[src/rtl/rf_fifo_ctrl.sv]
// FIFO controller in front of an 8x32 register file: pointers, occupancy, flags and handshake.
// Optional almost_full/almost_empty ports are enabled by defining RF_FIFO_ALMOST_FLAGS_EN.
module rf_fifo_ctrl #(
   parameter int ADDR_W = 3,
   parameter int DATA_W = 32
) (
   input  logic              clk,
   input  logic              reset_n,
   input  logic              wr_en,
   input  logic              rd_en,
   input  logic [DATA_W-1:0] rf_rData,
   output logic              rf_we,
   output logic [ADDR_W-1:0] rf_wAddr,
   output logic [ADDR_W-1:0] rf_rAddr,
   output logic [DATA_W-1:0] d_out,
   output logic              full,
   output logic              empty,
   output logic [ADDR_W:0]   data_count,
`ifdef RF_FIFO_ALMOST_FLAGS_EN
   output logic              almost_full,
   output logic              almost_empty,
`endif
   output logic              wr_ack,
   output logic              wr_err,
   output logic              rd_ack,
   output logic              rd_err
);

   // state      | meaning
   // S_INIT     | after reset, no request seen yet
   // S_NO_OP    | idle, or push and pop together (ignored)
   // S_WRITE    | push accepted on the last edge
   // S_WR_ERROR | push rejected, FIFO was full
   // S_READ     | pop accepted, d_out carries the popped word
   // S_RD_ERROR | pop rejected, FIFO was empty
   typedef enum logic [2:0] {
      S_INIT, S_NO_OP, S_WRITE, S_WR_ERROR, S_READ, S_RD_ERROR
   } state_t;

   localparam logic [ADDR_W:0] DEPTH_C = (ADDR_W+1)'(1 << ADDR_W);
   localparam logic [ADDR_W:0] ONE_C   = (ADDR_W+1)'(1);

   state_t              state_q, state_d;
   logic [ADDR_W-1:0]   head_q, head_d;
   logic [ADDR_W-1:0]   tail_q, tail_d;
   logic [ADDR_W:0]     count_q, count_d;
   logic [DATA_W-1:0]   d_out_q, d_out_d;
   logic                push_only, pop_only;

   always_ff @(posedge clk) begin
      if (!reset_n) begin
         state_q <= S_INIT;
         head_q  <= '0;
         tail_q  <= '0;
         count_q <= '0;
         d_out_q <= '0;
      end else begin
         state_q <= state_d;
         head_q  <= head_d;
         tail_q  <= tail_d;
         count_q <= count_d;
         d_out_q <= d_out_d;
      end
   end

   assign push_only = wr_en & ~rd_en;
   assign pop_only  = rd_en & ~wr_en;

   always_comb begin
      state_d = S_NO_OP;
      head_d  = head_q;
      tail_d  = tail_q;
      count_d = count_q;
      d_out_d = d_out_q;
      if (push_only) begin
         if (full) begin
            state_d = S_WR_ERROR;
         end else begin
            state_d = S_WRITE;
            tail_d  = tail_q + 1'b1;
            count_d = count_q + 1'b1;
         end
      end else if (pop_only) begin
         if (empty) begin
            state_d = S_RD_ERROR;
         end else begin
            state_d = S_READ;
            d_out_d = rf_rData;
            head_d  = head_q + 1'b1;
            count_d = count_q - 1'b1;
         end
      end
   end

   always_comb begin
      wr_ack = (state_q == S_WRITE);
      wr_err = (state_q == S_WR_ERROR);
      rd_ack = (state_q == S_READ);
      rd_err = (state_q == S_RD_ERROR);
   end

   // Flags come from the count so a full FIFO is never mistaken for an empty one.
   assign full       = (count_q == DEPTH_C);
   assign empty      = (count_q == '0);
   assign data_count = count_q;
   assign rf_wAddr   = tail_q;
   assign rf_rAddr   = head_q;
   assign d_out      = d_out_q;
   // Gated by reset_n so a push presented during reset never touches storage.
   assign rf_we      = push_only & ~full & reset_n;

`ifdef RF_FIFO_ALMOST_FLAGS_EN
   assign almost_full  = (count_q >= (DEPTH_C - ONE_C));
   assign almost_empty = (count_q <= ONE_C);
`endif

endmodule

[config.mk]
export PLATFORM = sky130hd
export DESIGN_NAME = rf_fifo_ctrl
export DESIGN_NICKNAME = d
export VERILOG_FILES = /design/src/rtl/rf_fifo_ctrl.sv
export SDC_FILE = /design/constraint.sdc
export NUM_CORES = 1
export LEC_CHECK = 0
export BUFFER_PORTS_ARGS = -buffer_cell sky130_fd_sc_hd__buf_2
export CAP_MARGIN = 15
export CORE_MARGIN = 5
export CORE_UTILIZATION = 52
export DETAILED_ROUTE_END_ITERATION = 10
export PLACE_DENSITY = 0.87
export SLEW_MARGIN = 20
export SYNTH_ARGS = -nofsm -noshare
export SYNTH_HDL_FRONTEND = slang
export SYNTH_SLANG_ARGS = --single-unit
[constraint.sdc]
create_clock -name clk -period 4.4 [get_ports clk]
set_input_delay 0 -clock clk [delete_from_list [all_inputs] [get_ports clk]]
set_output_delay 0 -clock clk [all_outputs]
set_load 0.01 [all_outputs]
==> flow_metrics.env, run 1 <==
export IMPL_hold_class="input pin to flip-flop"
export IMPL_intPower_uw=780
export IMPL_multi_input_area_um2=1090
export IMPL_grt_overflow=0
export IMPL_area_delta_synth_final_pct=38.4
export IMPL_drive_gt1_share_pct=41.7
export IMPL_switchingPower_uw=427
export IMPL_syn_avg_cell_area_um2=9.64
export IMPL_clk_latency_ns=0.30
export IMPL_drtIter0Drc=122
export IMPL_clock_sinks=45
export IMPL_cts_root_buf="clkbuf_8"
export IMPL_num_rows=23
export IMPL_slew_violations=0
export IMPL_clkTransAtPathRegs_ns=0.08
export IMPL_route_detailed_drc=0
export IMPL_seq_area_frac_synth_pct=42.7
export IMPL_dp_hpwl_um=3200
export IMPL_yosys_warnings=0
export IMPL_async_flop_share_pct=0
export IMPL_min_path_cells=4
export IMPL_gp_congestion=0.776
export IMPL_die_w_um=73.7
export IMPL_max_slew_margin_pct=55.8
export IMPL_grt_pass1_vias=1779
export IMPL_die_area_um2=5440
export IMPL_finClkSkew_ns=0.00829
export IMPL_finalCritPeriodShare_pct=46.2
export IMPL_reg2reg_depth=5
export IMPL_nets=373
export IMPL_postRouteWirelength_um=5130
export IMPL_placement_io_buffers=84
export IMPL_power_density_nw_per_um2=413
export IMPL_ys_flop_type="dfxtp_1"
export IMPL_fin_total_pwr_uw=1210
export IMPL_syn_area_um2=2110
export IMPL_end_kind="flip-flop"
export IMPL_seq_area_um2=901
export IMPL_grt_max_degree=50
export IMPL_core_area_um2=3970
export IMPL_clk_path_buf_depth=2
export IMPL_avgViaCountPerCell=4.93
export IMPL_hold_ws_ns=0.155
export IMPL_grt_pass1_wl_um=8310
export IMPL_pin_count=85
export IMPL_nFillCells=284
export IMPL_ant_nets=0
export IMPL_start_kind="flip-flop"
export IMPL_tritoncts="done"
export IMPL_fmaxAchievable_ghz=0.492
export IMPL_synth_nets=262
export IMPL_dp_cells=341
export IMPL_worstPathArrival_ns=2.24
export IMPL_cap_viol_max_count=0
export IMPL_fin_tns_setup_ns=0
export IMPL_status="complete, no violations"
export IMPL_period_needed_ns=2.03
export IMPL_start_util_pct=53.2
export IMPL_antenna_found_initial=0
export IMPL_grt_use_total_pct=19.6
export IMPL_diodes=0
export IMPL_finalHoldViolCount=0
export IMPL_seq_power_share_pct=43.7
export IMPL_synth_cell_types=38
export IMPL_die_h_um=73.7
export IMPL_setup_viol=0
export IMPL_cp_required_ns=4.61
export IMPL_pwr_share_comb_pct=34.1
export IMPL_synth_seq_cells=45
export IMPL_tightest_slew_ns=0.664
export IMPL_clkPwrFrac_pct=22.3
export IMPL_firstDrtPassIters=5
export IMPL_path_class="flip-flop to flip-flop"
export IMPL_h_tree_depth=2
export IMPL_cts_buffers=5
export IMPL_total_leakage_power_uw=0.00131
export IMPL_num_vias=1878
export IMPL_syn_instance_count=219
export IMPL_rsz0062_at_grt="false"
export IMPL_cp_max_fo=26
export IMPL_p_sw_share_pct=35.3
export IMPL_wl_per_cell_um=13.5
export IMPL_stdcell_count=381
export IMPL_synth_edff_count=0
export IMPL_ir_drop_mv=0.218
export IMPL_post_route_util_pct=73.6
export IMPL_post_cts_buffers=0
[layout make-up]
type	count	share of cell area [%]
clock buffers	6	2.83
clock inverters	2	0.471
inverters	4	0.514
multi-input cells	156	37.4
flip-flops and latches	45	30.8
well taps	50	2.14
repair buffers	118	25.9
[power by group through the flow]
stage / logic, uW / clock network (uW) / registers [uW]
final: 411 / 269 / 527
after global routing: 458 / 287 / 536
after CTS: 414 / 277 / 525
after detailed placement: 390 / 0 / 535
after global placement: 382 / 0 / 529
after floorplan: 278 / 0 / 542
[worst max-delay path, stage by stage, from the launching register on]
cell	delay, ns
dfxtp_1	0.42
nor4_4	0.39
or3b_1	0.39
buf_4	0.39
nand2_1	0.11
a21boi_0	0.23
[cell usage after synthesis, drive strengths merged (2+ instances only)]
cell type | count | share of area [%]
xnor2 | 5 | 2.1
buf | 7 | 3.7
ha | 6 | 3.6
nor3b | 4 | 2.2
nand2 | 72 | 14
and3 | 3 | 0.89
clkbuf | 7 | 1.2
nand3 | 3 | 0.71
inv | 4 | 0.71
and2 | 6 | 1.8
a21boi | 36 | 18
dfxtp | 45 | 43
a21oi | 4 | 0.95
nand3b | 2 | 0.71
and3b | 2 | 0.83
[layer usage]
metal | part of all wire [%] | track usage, % | vias up
met4 | 1.2 | 5.43 | 0
li1 | - | - | 945
met5 | 0 | 0 | -
met3 | 8.6 | 5.88 | 8
met1 | 43 | 23.4 | 857
met2 | 47 | 33.7 | 68
[timing repair]
item / 4_1_cts / 5_1_grt
gates resized for setup: 0 / 0
hold buffers: 32 / 0
endpoints found under the hold margin: 32 / 0
[flip-flops by register name (all words and copies together) (netlist names)]
register,flops
rf_wAddr,3
data_count,4
d_out,32
state_q,3
rf_rAddr,3
[metrics by stage]
stage	area (um2)	setup WS (ns)
floorplan	2110	2.72
global placement	2510	2.50
detailed placement	2510	2.43
CTS	2920	2.43
global route	2920	2.22
finish	2920	2.37
[layout by cell type (no fill, tap or decap)]
cell | netlist | layout
o211ai_1 | 1 | 1
clkbuf_8 | 0 | 6
dlygate4sd3_1 | 0 | 32
and3_1 | 3 | 3
buf_4 | 1 | 2
and2_1 | 6 | 6
a21boi_2 | 29 | 29
o21a_1 | 1 | 1
o21ai_0 | 1 | 1
ha_1 | 6 | 6
o211a_1 | 1 | 1
dfxtp_1 | 45 | 45
nor3b_2 | 1 | 1
nor2_1 | 1 | 1
buf_2 | 1 | 84
a21oi_1 | 4 | 4
or3b_1 | 1 | 1
nor3b_4 | 1 | 1
a21boi_1 | 1 | 1
nand2_1 | 61 | 61
nand3_1 | 3 | 3
nand3b_1 | 2 | 2
and3b_1 | 2 | 2
clkinv_4 | 0 | 1
a31oi_1 | 1 | 1
nor4_4 | 1 | 1
or4b_4 | 1 | 1
xnor2_1 | 5 | 5
clkinv_2 | 0 | 1
nand2_2 | 11 | 11
inv_1 | 4 | 4
fa_1 | 1 | 1
and4_1 | 1 | 1
nor3_1 | 1 | 1
xor2_1 | 1 | 1
a21boi_0 | 6 | 6
nor3b_1 | 2 | 2
[logic make-up after synthesis]
logic type               after synthesis  synth area share, %
XOR/XNOR                               6                 2.49
AO/OA/AOI/OAI                         45                 20.6
AND/OR/NAND/NOR                       98                 24.1
buffers and inverters                 18                 5.63
adder cells (fa/ha/maj)                7                 4.50
flip-flops                            45                 42.7
[worst paths after layout]
kind,from,to,slack [ns]
worst max-delay path,data_count[0]$_SDFFE_PN0P_,d_out[30]$_SDFFE_PN0P_,2.37
worst min-delay path,rd_en,data_count[1]$_SDFFE_PN0P_,0.16
worst max register to register,data_count[0]$_SDFFE_PN0P_,d_out[30]$_SDFFE_PN0P_,2.37
worst min register to register,d_out[9]$_SDFFE_PN0P_,d_out[9]$_SDFFE_PN0P_,0.46
No activity file was read; power rests on OpenSTA's default activity.
==> inputs of run 2 (changes only) <==
Settings changed: CORE_UTILIZATION 52 to 43, PLACE_DENSITY 0.87 to 0.77.
Clock period 4.4 ns to 1.7 ns, I/O delays scaled along.
==> flow_metrics.env, run 2 (synthesis gave the netlist of run 1 again) <==
export IMPL_clk_path_buf_depth=2
export IMPL_multi_input_area_um2=1100
export IMPL_period_needed_ns=1.56
export IMPL_nets=382
export IMPL_h_tree_depth=2
export IMPL_pin_count=85
export IMPL_nFillCells=406
export IMPL_avgViaCountPerCell=4.67
export IMPL_finalCritPeriodShare_pct=91.8
export IMPL_slew_violations=0
export IMPL_min_delay_start="reset_n"
export IMPL_r2r_end="d_out[30]$_SDFFE_PN0P_"
export IMPL_seq_area_um2=901
export IMPL_total_leakage_power_uw=0.00137
export IMPL_tightest_slew_ns=0.484
export IMPL_finalHoldViolCount=0
export IMPL_max_slew_margin_pct=67.7
export IMPL_grt_max_degree=31
export IMPL_min_path_cells=2
export IMPL_cap_viol_max_count=0
export IMPL_worstPathArrival_ns=1.56
export IMPL_num_vias=1901
export IMPL_core_area_um2=4750
export IMPL_fin_tns_setup_ns=0
export IMPL_start_util_pct=44.4
export IMPL_power_density_nw_per_um2=1110
export IMPL_largest_reg_flops=32
export IMPL_grt_pass1_wl_um=8930
export IMPL_die_h_um=80.1
export IMPL_rsz0062_at_grt="false"
export IMPL_hold_class="input pin to flip-flop"
export IMPL_clk_latency_ns=0.29
export IMPL_cp_max_fo=6
export IMPL_diodes=0
export IMPL_grt_pass1_vias=1893
export IMPL_dp_hpwl_um=3410
export IMPL_route_detailed_drc=0
export IMPL_end_kind="output port"
export IMPL_rrSetupSlack_ns=0.15
export IMPL_die_area_um2=6410
export IMPL_wl_per_cell_um=13.7
export IMPL_drtIter0Drc=90
export IMPL_ant_nets=0
export IMPL_post_cts_buffers=0
export IMPL_hold_path_end="data_count[2]$_SDFFE_PN0P_"
export IMPL_start_kind="flip-flop"
export IMPL_status="complete, no violations"
export IMPL_grt_use_total_pct=17.8
export IMPL_cp_required_ns=1.70
export IMPL_postRouteWirelength_um=5560
export IMPL_critPathMaxStageDelay_ns=0.60
export IMPL_timing_critical_path_buf_inv=1
export IMPL_firstDrtPassIters=4
export IMPL_gp_congestion=0.766
export IMPL_ir_drop_mv=0.677
export IMPL_reg2reg_depth=6
export IMPL_post_place_ws_ns=0.0644
export IMPL_tritoncts="done"
export IMPL_worst_slack_ns=0.140
export IMPL_cts_root_buf="clkbuf_8"
export IMPL_crit_path_top_delay_cell="or4b_4"
export IMPL_antenna_found_initial=0
export IMPL_mostFrequentLayoutCell="buf_2"
export IMPL_num_rows=25
export IMPL_clkTransAtPathRegs_ns=0.08
export IMPL_placement_io_buffers=84
export IMPL_fmaxAchievable_ghz=0.641
export IMPL_clock_sinks=45
export IMPL_cp_top_family="simple AND/OR/NAND/NOR gates"
export IMPL_final_cell_mix="buf_2, nand2_1, dfxtp_1"
export IMPL_die_w_um=80.1
export IMPL_grt_overflow=0
export IMPL_cts_buffers=5
export IMPL_finClkSkew_ns=0.00364
export IMPL_drive_gt1_share_pct=43.5
export IMPL_setup_viol=0
export IMPL_regToRegStartpoint="data_count[2]$_SDFFE_PN0P_"
export IMPL_worstPathCellList="or4b_4, and2_1, buf_2"
export IMPL_path_class="flip-flop to output port"
export IMPL_area_delta_synth_final_pct=44.4
==> run 2: metrics by stage <==
| stage | cell area, um2 | cells | hold WS (ns) | total power, uW | utilization, % |
|---|---|---|---|---|---|
| 2_1_floorplan | 2110 | 219 | 0.135 | 2120 | - |
| 3_3_place_gp | 2610 | 367 | 0.249 | 2490 | 54.8 |
| 3_5_place_dp | 2610 | 367 | 0.252 | 2510 | 54.8 |
| 4_1_cts | 3040 | 407 | 0.157 | 3380 | 63.9 |
| 5_1_grt | 3050 | 407 | 0.189 | 3610 | 64.1 |
| 6_report | 3050 | 407 | 0.158 | 3370 | 64.1 |
==> run 2: area by class of cell <==
cell class / count / share of cell area (%)
inverter: 4 / 0.492
sequential: 45 / 29.5
multi-input combinational: 156 / 36.0
clock inverter: 2 / 1.27
timing repair buffer: 127 / 27.5
clock buffer: 6 / 2.38
tap: 67 / 2.75
==> run 2: layer usage <==
| layer | global-route usage (%) | part of all wire [%] | up-vias |
|---|---|---|---|
| li1 | - | - | 959 |
| met1 | 20.3 | 42 | 870 |
| met2 | 32.3 | 50 | 65 |
| met3 | 4.93 | 6.6 | 7 |
| met4 | 4.56 | 1.0 | 0 |
| met5 | 0 | 0 | - |
==> run 2: worst register-to-register path, stage by stage (launching register included) <==
cell	delay, ns
dfxtp_1	0.47
nor4_4	0.09
buf_4	0.15
nor3b_4	0.22
buf_6	0.24
nand2_1	0.10
a21boi_0	0.19
==> run 2: power breakdown <==
part	total (uW)	internal [uW]	switching [uW]
combinational	1250	610	637
clock	796	441	354
sequential	1330	1190	134
total	3370	2250	1120
==> run 2: how the worst max path moves through the flow <==
stage,slack (ns),start,end,cells after the start
CTS,0.08,data_count[2]$_SDFFE_PN0P_,rf_rAddr[1]$_SDFFE_PN0P_,5
global placement,0.15,data_count[2]$_SDFFE_PN0P_,d_out[24]$_SDFFE_PN0P_,5
floorplan,0.02,rd_en,data_count[3]$_SDFFE_PN0P_,9
detailed placement,0.06,rd_en,data_count[3]$_SDFFE_PN0P_,9
finish,0.14,data_count[2]$_SDFFE_PN0P_,rf_we,3
global route,0.05,data_count[2]$_SDFFE_PN0P_,d_out[30]$_SDFFE_PN0P_,6
==> run 2: repair_timing <==
action / 4_1_cts / 5_1_grt
hold buffers: 32 / 0
hold endpoints to repair: 32 / 0
endpoints found under the setup margin: 0 / 3
gates resized for setup: 0 / 3
==> inputs of run 3 (changes only) <==
Settings changed: PLACE_DENSITY 0.77 to 0.75.
==> flow_metrics.env, run 3 (synthesis gave the netlist of run 1 again) <==
export IMPL_start_util_pct=44.4
export IMPL_core_area_um2=4750
export IMPL_ir_drop_mv=0.703
export IMPL_worstPathArrival_ns=1.57
export IMPL_cp_max_fo=5
export IMPL_status="complete, no violations"
export IMPL_clock_sinks=45
export IMPL_end_kind="output port"
export IMPL_gp_congestion=0.732
export IMPL_cts_root_buf="clkbuf_8"
export IMPL_worstSetupEndpoint="rf_we"
export IMPL_max_slew_margin_pct=67.3
export IMPL_seq_power_share_pct=41.4
export IMPL_drtIter0Drc=50
export IMPL_h_tree_depth=2
export IMPL_worstPathCellList="or4b_4, and2_1, buf_2"
export IMPL_crit_path_top_delay_cell="or4b_4"
export IMPL_avgViaCountPerCell=4.64
export IMPL_rrSetupSlack_ns=0.14
export IMPL_clkPwrFrac_pct=20.3
export IMPL_reg2reg_depth=5
export IMPL_die_area_um2=6410
export IMPL_dp_hpwl_um=3550
export IMPL_pin_count=85
export IMPL_multi_input_area_um2=1100
export IMPL_fin_total_pwr_uw=3220
export IMPL_finalHoldViolCount=0
export IMPL_nFillCells=405
export IMPL_fin_area_um2=3020
export IMPL_diodes=0
export IMPL_critPathLaunch="data_count[3]$_SDFFE_PN0P_"
export IMPL_finClkSkew_ns=0.0107
export IMPL_total_leakage_power_uw=0.00135
export IMPL_grt_use_total_pct=16.7
export IMPL_ant_nets=0
export IMPL_route_detailed_drc=0
export IMPL_r2r_end="d_out[21]$_SDFFE_PN0P_"
export IMPL_die_w_um=80.1
export IMPL_area_delta_synth_final_pct=43.1
export IMPL_grt_pass1_wl_um=8560
export IMPL_grt_overflow=0
export IMPL_p_sw_share_pct=35.1
export IMPL_nets=382
export IMPL_fin_tns_setup_ns=0
export IMPL_antenna_found_initial=0
export IMPL_hold_class="input pin to flip-flop"
export IMPL_min_delay_start="reset_n"
export IMPL_rsz0062_at_grt="false"
export IMPL_clkTransAtPathRegs_ns=0.08
export IMPL_mostFrequentLayoutCell="buf_2"
export IMPL_clk_path_buf_depth=2
export IMPL_path_class="flip-flop to output port"
export IMPL_setup_viol=0
export IMPL_tritoncts="done"
export IMPL_critPathMaxStageDelay_ns=0.54
export IMPL_seq_area_um2=901
export IMPL_switchingPower_uw=1130
export IMPL_clk_latency_ns=0.29
export IMPL_grt_max_degree=27
export IMPL_placed_area_um2=2610
export IMPL_die_h_um=80.1
export IMPL_final_cell_mix="buf_2, nand2_1, dfxtp_1"
export IMPL_regToRegStartpoint="data_count[2]$_SDFFE_PN0P_"
export IMPL_fmaxAchievable_ghz=0.636
export IMPL_wl_per_cell_um=12.5
export IMPL_slew_violations=0
export IMPL_cts_buffers=5
export IMPL_grt_pass1_vias=1910
export IMPL_tightest_slew_ns=0.491
export IMPL_cap_viol_max_count=0
export IMPL_power_density_nw_per_um2=1060
export IMPL_pwr_share_comb_pct=38.3
export IMPL_num_vias=1889
export IMPL_placement_io_buffers=84
export IMPL_finalCritPeriodShare_pct=92.5
export IMPL_cp_required_ns=1.70
export IMPL_start_kind="flip-flop"
export IMPL_period_needed_ns=1.57
export IMPL_postRouteWirelength_um=5110
export IMPL_largest_reg_flops=32
export IMPL_num_rows=25
export IMPL_intPower_uw=2090
export IMPL_drive_gt1_share_pct=43.5
export IMPL_firstDrtPassIters=4
-- run 3: repair_timing --
action                                  in CTS  in global routing
resized for setup                            0                  1
setup buffers                                0                  0
hold buffers                                32                  0
endpoints found under the hold margin       32                  0
endpoints found under the setup margin       0                  1
-- run 3: critical path: cells and delay by family, from the launching register on --
family                 cells  cell delay, ns
buffers and inverters      1            0.13
AND/OR/NAND/NOR            2            0.70
flip-flops                 1            0.46
-- run 3: layout make-up --
class	instances	share of cell area (%)
Clock buffer	5	2.28
Clock inverter	3	0.704
Inverter	4	0.497
Multi-Input combinational cell	156	36.3
Sequential cell	45	29.8
Tap cell	67	2.77
Timing Repair Buffer	127	27.7
-- run 3: layer usage --
metal | track usage [%] | wire length (um) | vias to the layer above
met2 | 29.3 | 2410 | 59
met3 | 3.59 | 328 | 2
met5 | 0 | 0 | -
met1 | 20.7 | 2340 | 869
li1 | - | - | 959
met4 | 3.89 | 23 | 0
-- run 3: power by group through the flow --
stage               registers [uW]  clock network, uW  logic [uW]
floorplan                     1400                  0         718
global placement              1350                  0        1150
detailed placement            1350                  0        1170
CTS                           1330                684        1240
global route                  1350                718        1370
finish                        1330                654        1230
-- run 3: per-stage QoR --
step / instances / hold WS [ns] / utilization (%) / setup WS [ns]
finish: 407 / 0.154 / 63.6 / 0.128
global route: 407 / 0.185 / 63.6 / 0.0283
CTS: 407 / 0.148 / 63.5 / 0.123
detailed placement: 367 / 0.250 / 54.8 / 0.0285
global placement: 367 / 0.248 / 54.8 / 0.155
floorplan: 219 / 0.135 / - / 0.0223
-- run 3: how the worst min path moves through the flow --
stage | endpoint | slack (ns) | cells past startpoint
finish | data_count[2]$_SDFFE_PN0P_ | 0.15 | 2
global route | data_count[2]$_SDFFE_PN0P_ | 0.19 | 2
CTS | data_count[2]$_SDFFE_PN0P_ | 0.15 | 2
detailed placement | d_out[1]$_SDFFE_PN0P_ | 0.25 | 3
global placement | d_out[21]$_SDFFE_PN0P_ | 0.25 | 3
floorplan | d_out[1]$_SDFFE_PN0P_ | 0.13 | 2
